<file path="src/rtl/alu_seq_ctrl_if.sv">
// Requester/datapath bundle for alu_seq_ctrl.
// master = requester + datapath side, slave = controller.
interface alu_seq_ctrl_if;
  logic        INSTR_VALID;
  logic        INSTR_READY;
  logic [31:0] INSTR;
  logic [15:0] K_IN;
  logic [9:0]  DADDR_IN;
  logic [15:0] Y_KMx_IN;
  logic [9:0]  DAddr;
  logic        Y_X_Kmx_Sel;
  logic [1:0]  Shifter_Sel;
  logic [3:0]  ALUC_IN;
  logic        CY_IN;
  logic [5:0]  SEL_A_RB;
  logic [5:0]  SEL_B_RB;
  logic [5:0]  C_SEL_RB;
  logic        Rd;
  logic        Wr;
  logic        CY_OUT;
  logic        DONE;
  logic        ERR;
  logic        CY_FLAG;

  modport master (
    output INSTR_VALID, INSTR, K_IN, DADDR_IN, CY_OUT,
    input  INSTR_READY, Y_KMx_IN, DAddr, Y_X_Kmx_Sel,
    input  Shifter_Sel, ALUC_IN, CY_IN, SEL_A_RB,
    input  SEL_B_RB, C_SEL_RB, Rd, Wr, DONE, ERR, CY_FLAG
  );

  modport slave (
    input  INSTR_VALID, INSTR, K_IN, DADDR_IN, CY_OUT,
    output INSTR_READY, Y_KMx_IN, DAddr, Y_X_Kmx_Sel,
    output Shifter_Sel, ALUC_IN, CY_IN, SEL_A_RB,
    output SEL_B_RB, C_SEL_RB, Rd, Wr, DONE, ERR, CY_FLAG
  );
endinterface

</file>
<file path="src/rtl/alu_seq_ctrl.sv">
// Multi-cycle ALU sequencer: latches one op word and
// steps EXEC -> (MEMRD|MEMWR) -> WB driving datapath controls.
module alu_seq_ctrl (
  input  logic         CLK,
  input  logic         RST,
  alu_seq_ctrl_if.slave bus
);

  typedef enum logic [2:0] {
    S_IDLE,
    S_EXEC,
    S_MEMRD,
    S_MEMWR,
    S_WB
  } state_t;

  state_t      r_state;
  state_t      w_nxt;
  logic [27:0] r_instr;
  logic [15:0] r_k;
  logic [9:0]  r_daddr;
  logic        r_cy;
  logic        w_acc;
  logic [1:0]  w_mem;

  // op word bits [3:0] carry no meaning, so only [31:4] is kept
  assign w_acc = bus.INSTR_VALID && (r_state == S_IDLE);
  assign w_mem = r_instr[20:19];
  assign bus.CY_FLAG = r_cy;

  always_ff @(posedge CLK or posedge RST) begin
    if (RST) begin
      r_state <= S_IDLE;
      r_instr <= '0;
      r_k     <= '0;
      r_daddr <= '0;
      r_cy    <= 1'b0;
    end else begin
      r_state <= w_nxt;
      if (w_acc) begin
        r_instr <= bus.INSTR[31:4];
        r_k     <= bus.K_IN;
        r_daddr <= bus.DADDR_IN;
      end
      if (r_state == S_WB)
        r_cy <= bus.CY_OUT;
    end
  end

  always_comb begin
    w_nxt           = r_state;
    bus.INSTR_READY = 1'b0;
    bus.ALUC_IN     = '0;
    bus.Shifter_Sel = '0;
    bus.Y_X_Kmx_Sel = 1'b0;
    bus.SEL_A_RB    = '0;
    bus.SEL_B_RB    = '0;
    bus.C_SEL_RB    = '0;
    bus.Y_KMx_IN    = '0;
    bus.DAddr       = '0;
    bus.CY_IN       = 1'b0;
    bus.Rd          = 1'b0;
    bus.Wr          = 1'b0;
    bus.DONE        = 1'b0;
    bus.ERR         = 1'b0;

    if (r_state != S_IDLE) begin
      bus.ALUC_IN     = r_instr[27:24];
      bus.Shifter_Sel = r_instr[23:22];
      bus.Y_X_Kmx_Sel = r_instr[21];
      bus.SEL_A_RB    = r_instr[18:13];
      bus.SEL_B_RB    = r_instr[12:7];
      bus.C_SEL_RB    = r_instr[6:1];
      bus.Y_KMx_IN    = r_k;
      bus.DAddr       = r_daddr;
      bus.CY_IN       = r_instr[0] & r_cy;
    end

    case (r_state)
      S_IDLE: begin
        bus.INSTR_READY = 1'b1;
        if (bus.INSTR_VALID)
          w_nxt = S_EXEC;
      end
      S_EXEC: begin
        if (w_mem == 2'b01)
          w_nxt = S_MEMRD;
        else if (w_mem == 2'b10)
          w_nxt = S_MEMWR;
        else
          w_nxt = S_WB;
      end
      S_MEMRD: begin
        bus.Rd = 1'b1;
        w_nxt  = S_WB;
      end
      S_MEMWR: begin
        bus.Wr = 1'b1;
        w_nxt  = S_WB;
      end
      S_WB: begin
        bus.DONE = 1'b1;
        bus.ERR  = (w_mem == 2'b11);
        w_nxt    = S_IDLE;
      end
      default: w_nxt = S_IDLE;
    endcase
  end

endmodule

</file>
<file path="src/flat_wrapper.sv">
// flat-port wrapper written by rule: the top's interface ports become plain ports
module alu_seq_ctrl_flat 
  (CLK, RST, bus_INSTR_VALID, bus_INSTR, bus_K_IN, bus_DADDR_IN, bus_CY_OUT, bus_INSTR_READY, bus_Y_KMx_IN, bus_DAddr, bus_Y_X_Kmx_Sel, bus_Shifter_Sel, bus_ALUC_IN, bus_CY_IN, bus_SEL_A_RB, bus_SEL_B_RB, bus_C_SEL_RB, bus_Rd, bus_Wr, bus_DONE, bus_ERR, bus_CY_FLAG);
  alu_seq_ctrl_if bus_i ();
  input  logic CLK;
  input  logic RST;
  input wire logic [$bits(bus_i.INSTR_VALID)-1:0] bus_INSTR_VALID;
  input wire logic [$bits(bus_i.INSTR)-1:0] bus_INSTR;
  input wire logic [$bits(bus_i.K_IN)-1:0] bus_K_IN;
  input wire logic [$bits(bus_i.DADDR_IN)-1:0] bus_DADDR_IN;
  input wire logic [$bits(bus_i.CY_OUT)-1:0] bus_CY_OUT;
  output wire logic [$bits(bus_i.INSTR_READY)-1:0] bus_INSTR_READY;
  output wire logic [$bits(bus_i.Y_KMx_IN)-1:0] bus_Y_KMx_IN;
  output wire logic [$bits(bus_i.DAddr)-1:0] bus_DAddr;
  output wire logic [$bits(bus_i.Y_X_Kmx_Sel)-1:0] bus_Y_X_Kmx_Sel;
  output wire logic [$bits(bus_i.Shifter_Sel)-1:0] bus_Shifter_Sel;
  output wire logic [$bits(bus_i.ALUC_IN)-1:0] bus_ALUC_IN;
  output wire logic [$bits(bus_i.CY_IN)-1:0] bus_CY_IN;
  output wire logic [$bits(bus_i.SEL_A_RB)-1:0] bus_SEL_A_RB;
  output wire logic [$bits(bus_i.SEL_B_RB)-1:0] bus_SEL_B_RB;
  output wire logic [$bits(bus_i.C_SEL_RB)-1:0] bus_C_SEL_RB;
  output wire logic [$bits(bus_i.Rd)-1:0] bus_Rd;
  output wire logic [$bits(bus_i.Wr)-1:0] bus_Wr;
  output wire logic [$bits(bus_i.DONE)-1:0] bus_DONE;
  output wire logic [$bits(bus_i.ERR)-1:0] bus_ERR;
  output wire logic [$bits(bus_i.CY_FLAG)-1:0] bus_CY_FLAG;
  assign bus_i.INSTR_VALID = bus_INSTR_VALID;
  assign bus_i.INSTR = bus_INSTR;
  assign bus_i.K_IN = bus_K_IN;
  assign bus_i.DADDR_IN = bus_DADDR_IN;
  assign bus_i.CY_OUT = bus_CY_OUT;
  assign bus_INSTR_READY = bus_i.INSTR_READY;
  assign bus_Y_KMx_IN = bus_i.Y_KMx_IN;
  assign bus_DAddr = bus_i.DAddr;
  assign bus_Y_X_Kmx_Sel = bus_i.Y_X_Kmx_Sel;
  assign bus_Shifter_Sel = bus_i.Shifter_Sel;
  assign bus_ALUC_IN = bus_i.ALUC_IN;
  assign bus_CY_IN = bus_i.CY_IN;
  assign bus_SEL_A_RB = bus_i.SEL_A_RB;
  assign bus_SEL_B_RB = bus_i.SEL_B_RB;
  assign bus_C_SEL_RB = bus_i.C_SEL_RB;
  assign bus_Rd = bus_i.Rd;
  assign bus_Wr = bus_i.Wr;
  assign bus_DONE = bus_i.DONE;
  assign bus_ERR = bus_i.ERR;
  assign bus_CY_FLAG = bus_i.CY_FLAG;
  alu_seq_ctrl u_core (.CLK(CLK), .RST(RST), .bus(bus_i));
endmodule
</file>
<file path="config.mk">
export PLATFORM = sky130hd
export DESIGN_NAME = alu_seq_ctrl_flat
export DESIGN_NICKNAME = d
export VERILOG_FILES = /design/src/rtl/alu_seq_ctrl_if.sv /design/src/rtl/alu_seq_ctrl.sv /design/src/flat_wrapper.sv
export SDC_FILE = /design/constraint.sdc
export NUM_CORES = 1
export LEC_CHECK = 0
export ABC_CLOCK_PERIOD_IN_PS = 1800
export CORE_ASPECT_RATIO = 1.25
export CORE_MARGIN = 2
export CORE_UTILIZATION = 39
export DETAILED_ROUTE_END_ITERATION = 6
export GPL_TIMING_DRIVEN = 0
export PLACE_DENSITY = 0.77
export SYNTH_ARGS = -nofsm -noshare
export SYNTH_HDL_FRONTEND = slang
export SYNTH_SLANG_ARGS = --single-unit
</file>
<file path="constraint.sdc">
create_clock -name CLK -period 1.8 [get_ports CLK]
set_input_delay 0.36 -clock CLK [delete_from_list [all_inputs] [get_ports CLK]]
set_output_delay 0.36 -clock CLK [all_outputs]
set_load 0.01 [all_outputs]
</file>
### Word-level counts from Yosys, hierarchy flattened

Index checks and enable logic that the tools add are counted.

* register bits after elaboration: 58
* bits in latches: 0
* bits in writable memories: 0
* bits in read-only memories: 0
* bits of input ports: 62
* memories: 0

* add/subtract/negate cells: 0
* $mul: 0
* div/mod/pow operators: 0
* order comparisons: 0
* equal/unequal tests: 8
* shifts and indexed selects: 0
* multiplexer cells: 18
* bitwise operators: 1
* reductions and logical operators: 4

Operator list (number)
* $mux W6: 3
* $mux W16: 1
* $mux W10: 1
* $mux W3: 3
* $pmux W3 S3: 1
* $mux W1: 7
* $eq A3 B2 Y1 const B: 2
* $eq A2 B2 Y1 const B: 2
* $mux W4: 1
* $eq A3 B1 Y1 const B: 1
* $eq A3 B3 Y1 const B: 1
* $logic_not A3 Y1: 1
* $reduce_bool A3 Y1: 1
* $eq A2 B1 Y1 const B: 1
* $mux W2: 1
* $ne A2 B2 Y1 const B: 1
* $reduce_or A2 Y1: 1
* $and A1 B1 Y1: 1
* $logic_and A1 B1 Y1: 1

### Longest topological paths before layout

* depth after elaboration: 4
* gate-level depth with buffers: 5
* gate-level depth less buffers: 4

### Least setup slack after synthesis

No wires, ideal clock.

* path kind: register to output
* start point: register u_core.r_state[0]
* end point: output bus_CY_IN
* arrival time: 1.244 ns
* data required time: 1.440 ns
* slack: 0.196 ns
* stages on the path, launching flop included: 5
* path buffers: 2
* cell sequence: dfrtp_1 -> buf_6 -> nor3_4 -> clkbuf_1 -> nor2_1

* word-level cells in the longest chain between the ends: 2

RTL lines
* from (decl): RTL line alu_seq_ctrl.sv:17 `state_t r_state;`
* from (signal assigned): RTL line alu_seq_ctrl.sv:39 `r_state <= w_nxt;`
* $reduce_bool A3 Y1: RTL line alu_seq_ctrl.sv:67 `if (r_state != S_IDLE) begin`
* $mux W1: RTL line alu_seq_ctrl.sv:67
* to (decl): RTL line flat_wrapper.sv:18 `output wire logic [$bits(bus_i.CY_IN)-1:0] bus_CY_IN;`

Every way passes these cells.

### Final worst setup path

* start point: register u_core.r_state[1]
* end point: output bus_Y_KMx_IN[13]

* word-level cells in the longest chain between the ends: 2

RTL lines
* $reduce_bool A3 Y1: RTL line alu_seq_ctrl.sv:67
* $mux W16: RTL line alu_seq_ctrl.sv:67
* to (decl): RTL line flat_wrapper.sv:13 `output wire logic [$bits(bus_i.Y_KMx_IN)-1:0] bus_Y_KMx_IN;`

Every way passes these cells.

==> results_dict.tcl <==
set metrics [dict create \
    ys_ff_latch 58 \
    violations "negative setup slack" \
    worstHoldPathType "input pin to asynchronous set/reset pin" \
    path_clk_slew_ps 70 \
    synth_fp_nets 257 \
    cts_tree "done" \
    min_period_ps 1930 \
    critical_path_buf_inv_count 4 \
    synthToLayoutAreaGrowth_pct 62.7 \
    yosys_warnings 0 \
    critPathLaunch "u_core.r_state[1]$_DFFE_PP0P_" \
    fin_setup_tns_ps -4660 \
    critPathCapture "bus_Y_KMx_IN[13]" \
    max-clock-path-buffers 2 \
    criticalPathCategory "flop to output pin" \
    worstMarginPinSlew_ps 546 \
    setup_viol 53 \
    fmax_ghz 0.518 \
    route.detailed.drc 0 \
    synth_top_family_by_area "multiplexers" \
    synthXorXnorAreaFrac_pct 0 \
    ys_seq_area_share_pct 50.7 \
    reg2reg_depth 7 \
    slew_violations 0 \
    diodes 0 \
    p_seq_share_pct 25.0 \
    ios 120 \
    dpl.hpwl_um 4460 \
    cts.sinks 58 \
    h-tree-depth 3 \
    finalHoldViolations 0 \
    hold_buffers 0 \
    finClkSkew_ps 9.81 \
    grt_pass1_vias 2204 \
    avgRoutedWirePerCell_um 15.8 \
    grt_pass1_wl_um 10700 \
    place_congestion 0.693 \
    routed_via_density 4.53 \
    reg2reg_slack_ps 0 \
    timing.final.crit_share_pct 107 \
    port_buffers 115 \
    synth-compound-area-share_pct 0.175 \
    finalPower_mw 9.52 \
    core_um2 7020 \
    grt_setup_unrepaired "yes" \
    p_leak_nw 2.22 \
    clockPowerShare_pct 13.9 \
    fp.dieH_um 99.8 \
    drt-initial-drc-count 50 \
    relSlewSlack_pct 63.5 \
    clkLatencyLatePin_ps 330 \
    start_util_pct 40.8 \
    status "finished with violations" \
    cpMostUsedCell "buf_6" \
    ys_async_sr_fraction_pct 100 \
    synth-edff-count 0 \
    nNetsFinal 413 \
    antenna_found_initial 0 \
    synth_common_cells "dfrtp_1, nor2b_1, mux2_4" \
    final_util_pct 66.4 \
    r2r-end "u_core.r_instr[13]$_DFFE_PP0P_" \
    synth_top_area_share_pct 50.7 \
    required_ps 1440 \
    fin_ws_ps -132 \
    cp-end-kind "output pin" \
    cp.arrival_ps 1570 \
    dieArea_um2 8050 \
    dp.cells 399 \
    firstDrtPassIters 4 \
    ant_nets 0 \
    slowest_stage "dfrtp_2" \
    switching_power_mw 3.11 \
    crit_chain "nor3_4, buf_6, clkbuf_16, buf_6, nor2b_1, buf_2" \
    irDropWorstVdd_v 0.00105 \
    ys.flop_type "dfrtp_1" \
    swShare_pct 32.6 \
    instances_no_fill 444 \
    synth-simple-area-share_pct 14.5 \
    numCtsBuffers 9 \
    r2r-start "u_core.r_state[2]$_DFFE_PP0P_" \
    grt.overflow.total 0 \
    synth.distinct_cells 20 \
    track_usage_pct 17.5 \
    synth.most_common_cell "dfrtp_1" \
    internal_power_mw 6.42 \
    yosys.area_share.adder_pct 0.874 \
    synthMuxAreaShare_pct 28.5 \
    worstPathMaxFanout 4 \
    cpLargestDelayFamily "buffers and inverters" \
    synthesis.area_um2 2860 \
    synthTopCellsByArea "dfrtp_1, mux2_4, nor2b_1, buf_12, mux2_2" \
    power.density_nw_per_um2 2040 \
    combPwrFrac_pct 61.2 \
    wl_um 7020 \
    synth_area_leader_cell "dfrtp_1" \
    grt_start_max_net_pins 35 \
    vias 2013 \
    floorplan.rows 34 \
    cpPeakStageDelay_ps 440 \
    start_kind "flop" \
    drive_gt1_share_pct 52.5 \
    cap_violations 0 \
    synth_cells 193 \
    root_buffer "clkbuf_8" \
    synth.avg_cell_area_um2 14.8 \
    worst-path-stages 6 \
    die_x_um 80.6 \
]
-- power by group through the flow --
stage | Sequential [mW] | Combinational, mW | Clock, mW
2_1_floorplan | 2.26 | 2.98 | 0
3_3_place_gp | 2.34 | 4.96 | 0
3_5_place_dp | 2.37 | 5.02 | 0
4_1_cts | 2.36 | 5.30 | 1.34
5_1_grt | 2.46 | 6.22 | 1.39
6_report | 2.38 | 5.82 | 1.32
-- logic make-up (layout without fill, tap and decap cells) --
group,after synthesis,after routing
simple gates,62,62
flops,58,58
fa+ha+maj,2,2
buf+inv,14,175
mux,56,56
compound gates,1,1
-- area by class of cell --
cell class / count / area [µm²]
multi-input cells: 121 / 1330
clock buffers: 11 / 141
well taps: 90 / 113
flip-flops and latches: 58 / 1460
clock inverters: 5 / 77.6
fillers: 521 / 2360
inverters: 2 / 7.51
plain buffers: 11 / 236
repair buffers: 146 / 1300
-- how the worst min path moves through the flow --
stage | slack (ps) | endpoint | cells past startpoint
global route | 460 | u_core.r_instr[23]$_DFFE_PP0P_ | 2
CTS | 400 | u_core.r_k[0]$_DFFE_PP0P_ | 2
floorplan | 470 | u_core.r_daddr[0]$_DFFE_PP0P_ | 1
global placement | 480 | u_core.r_daddr[1]$_DFFE_PP0P_ | 1
detailed placement | 480 | u_core.r_k[2]$_DFFE_PP0P_ | 1
finish | 390 | u_core.r_instr[23]$_DFFE_PP0P_ | 2
-- what timing repair did --
action                     in CTS  in global routing
setup endpoints to repair      57                107
setup buffers                  17                  7
cloned                          4                  4
pin swaps                       4                  5
gates resized for setup       258                 37
-- worst register-to-register path: cells and delay by family (launching register included) --
kind / cells / cell delay [ps]
buffers and inverters: 5 / 700
flip-flops: 1 / 450
multiplexers: 1 / 290
AND/OR/NAND/NOR: 1 / 240
-- per-stage QoR --
stage | worst slack, ps | hold slack, ps | area, µm²
after detailed placement | -559 | 484 | 4150
after global placement | -1060 | 483 | 4130
after CTS | -158 | 402 | 4420
after floorplan | 12.0 | 473 | 2860
after global routing | -191 | 464 | 4660
final | -132 | 394 | 4660
-- cells in the final DEF, fill, tap and decap left out, types with 3 or more instances in the layout --
cell | Yosys | final
clkbuf_16 | 0 | 8
mux2_2 | 5 | 5
dfrtp_2 | 0 | 3
buf_8 | 0 | 3
buf_4 | 0 | 12
buf_12 | 5 | 6
clkdlybuf4s50_1 | 0 | 58
clkbuf_8 | 0 | 11
dfrtp_1 | 58 | 55
buf_6 | 2 | 22
nor2b_4 | 0 | 6
mux2_4 | 50 | 50
nor2b_1 | 51 | 45
buf_2 | 0 | 46
-- state kept, by name, summed over array words and instances (netlist names) --
name,flops
u_core.r_k,16
u_core.r_instr,28
u_core.bus.CY_FLAG,1
u_core.r_daddr,10
u_core.r_state,3
-- per-layer routing --
| layer | vias up | part of all wire (%) | track usage [%] |
|---|---|---|---|
| met1 | 973 | 42 | 21.9 |
| met3 | 7 | 5.5 | 3.33 |
| li1 | 959 | - | - |
| met4 | 0 | 1.3 | 7.43 |
| met5 | - | 0 | 0 |
| met2 | 74 | 51 | 29.3 |
Power figures use the tool's default switching activity.
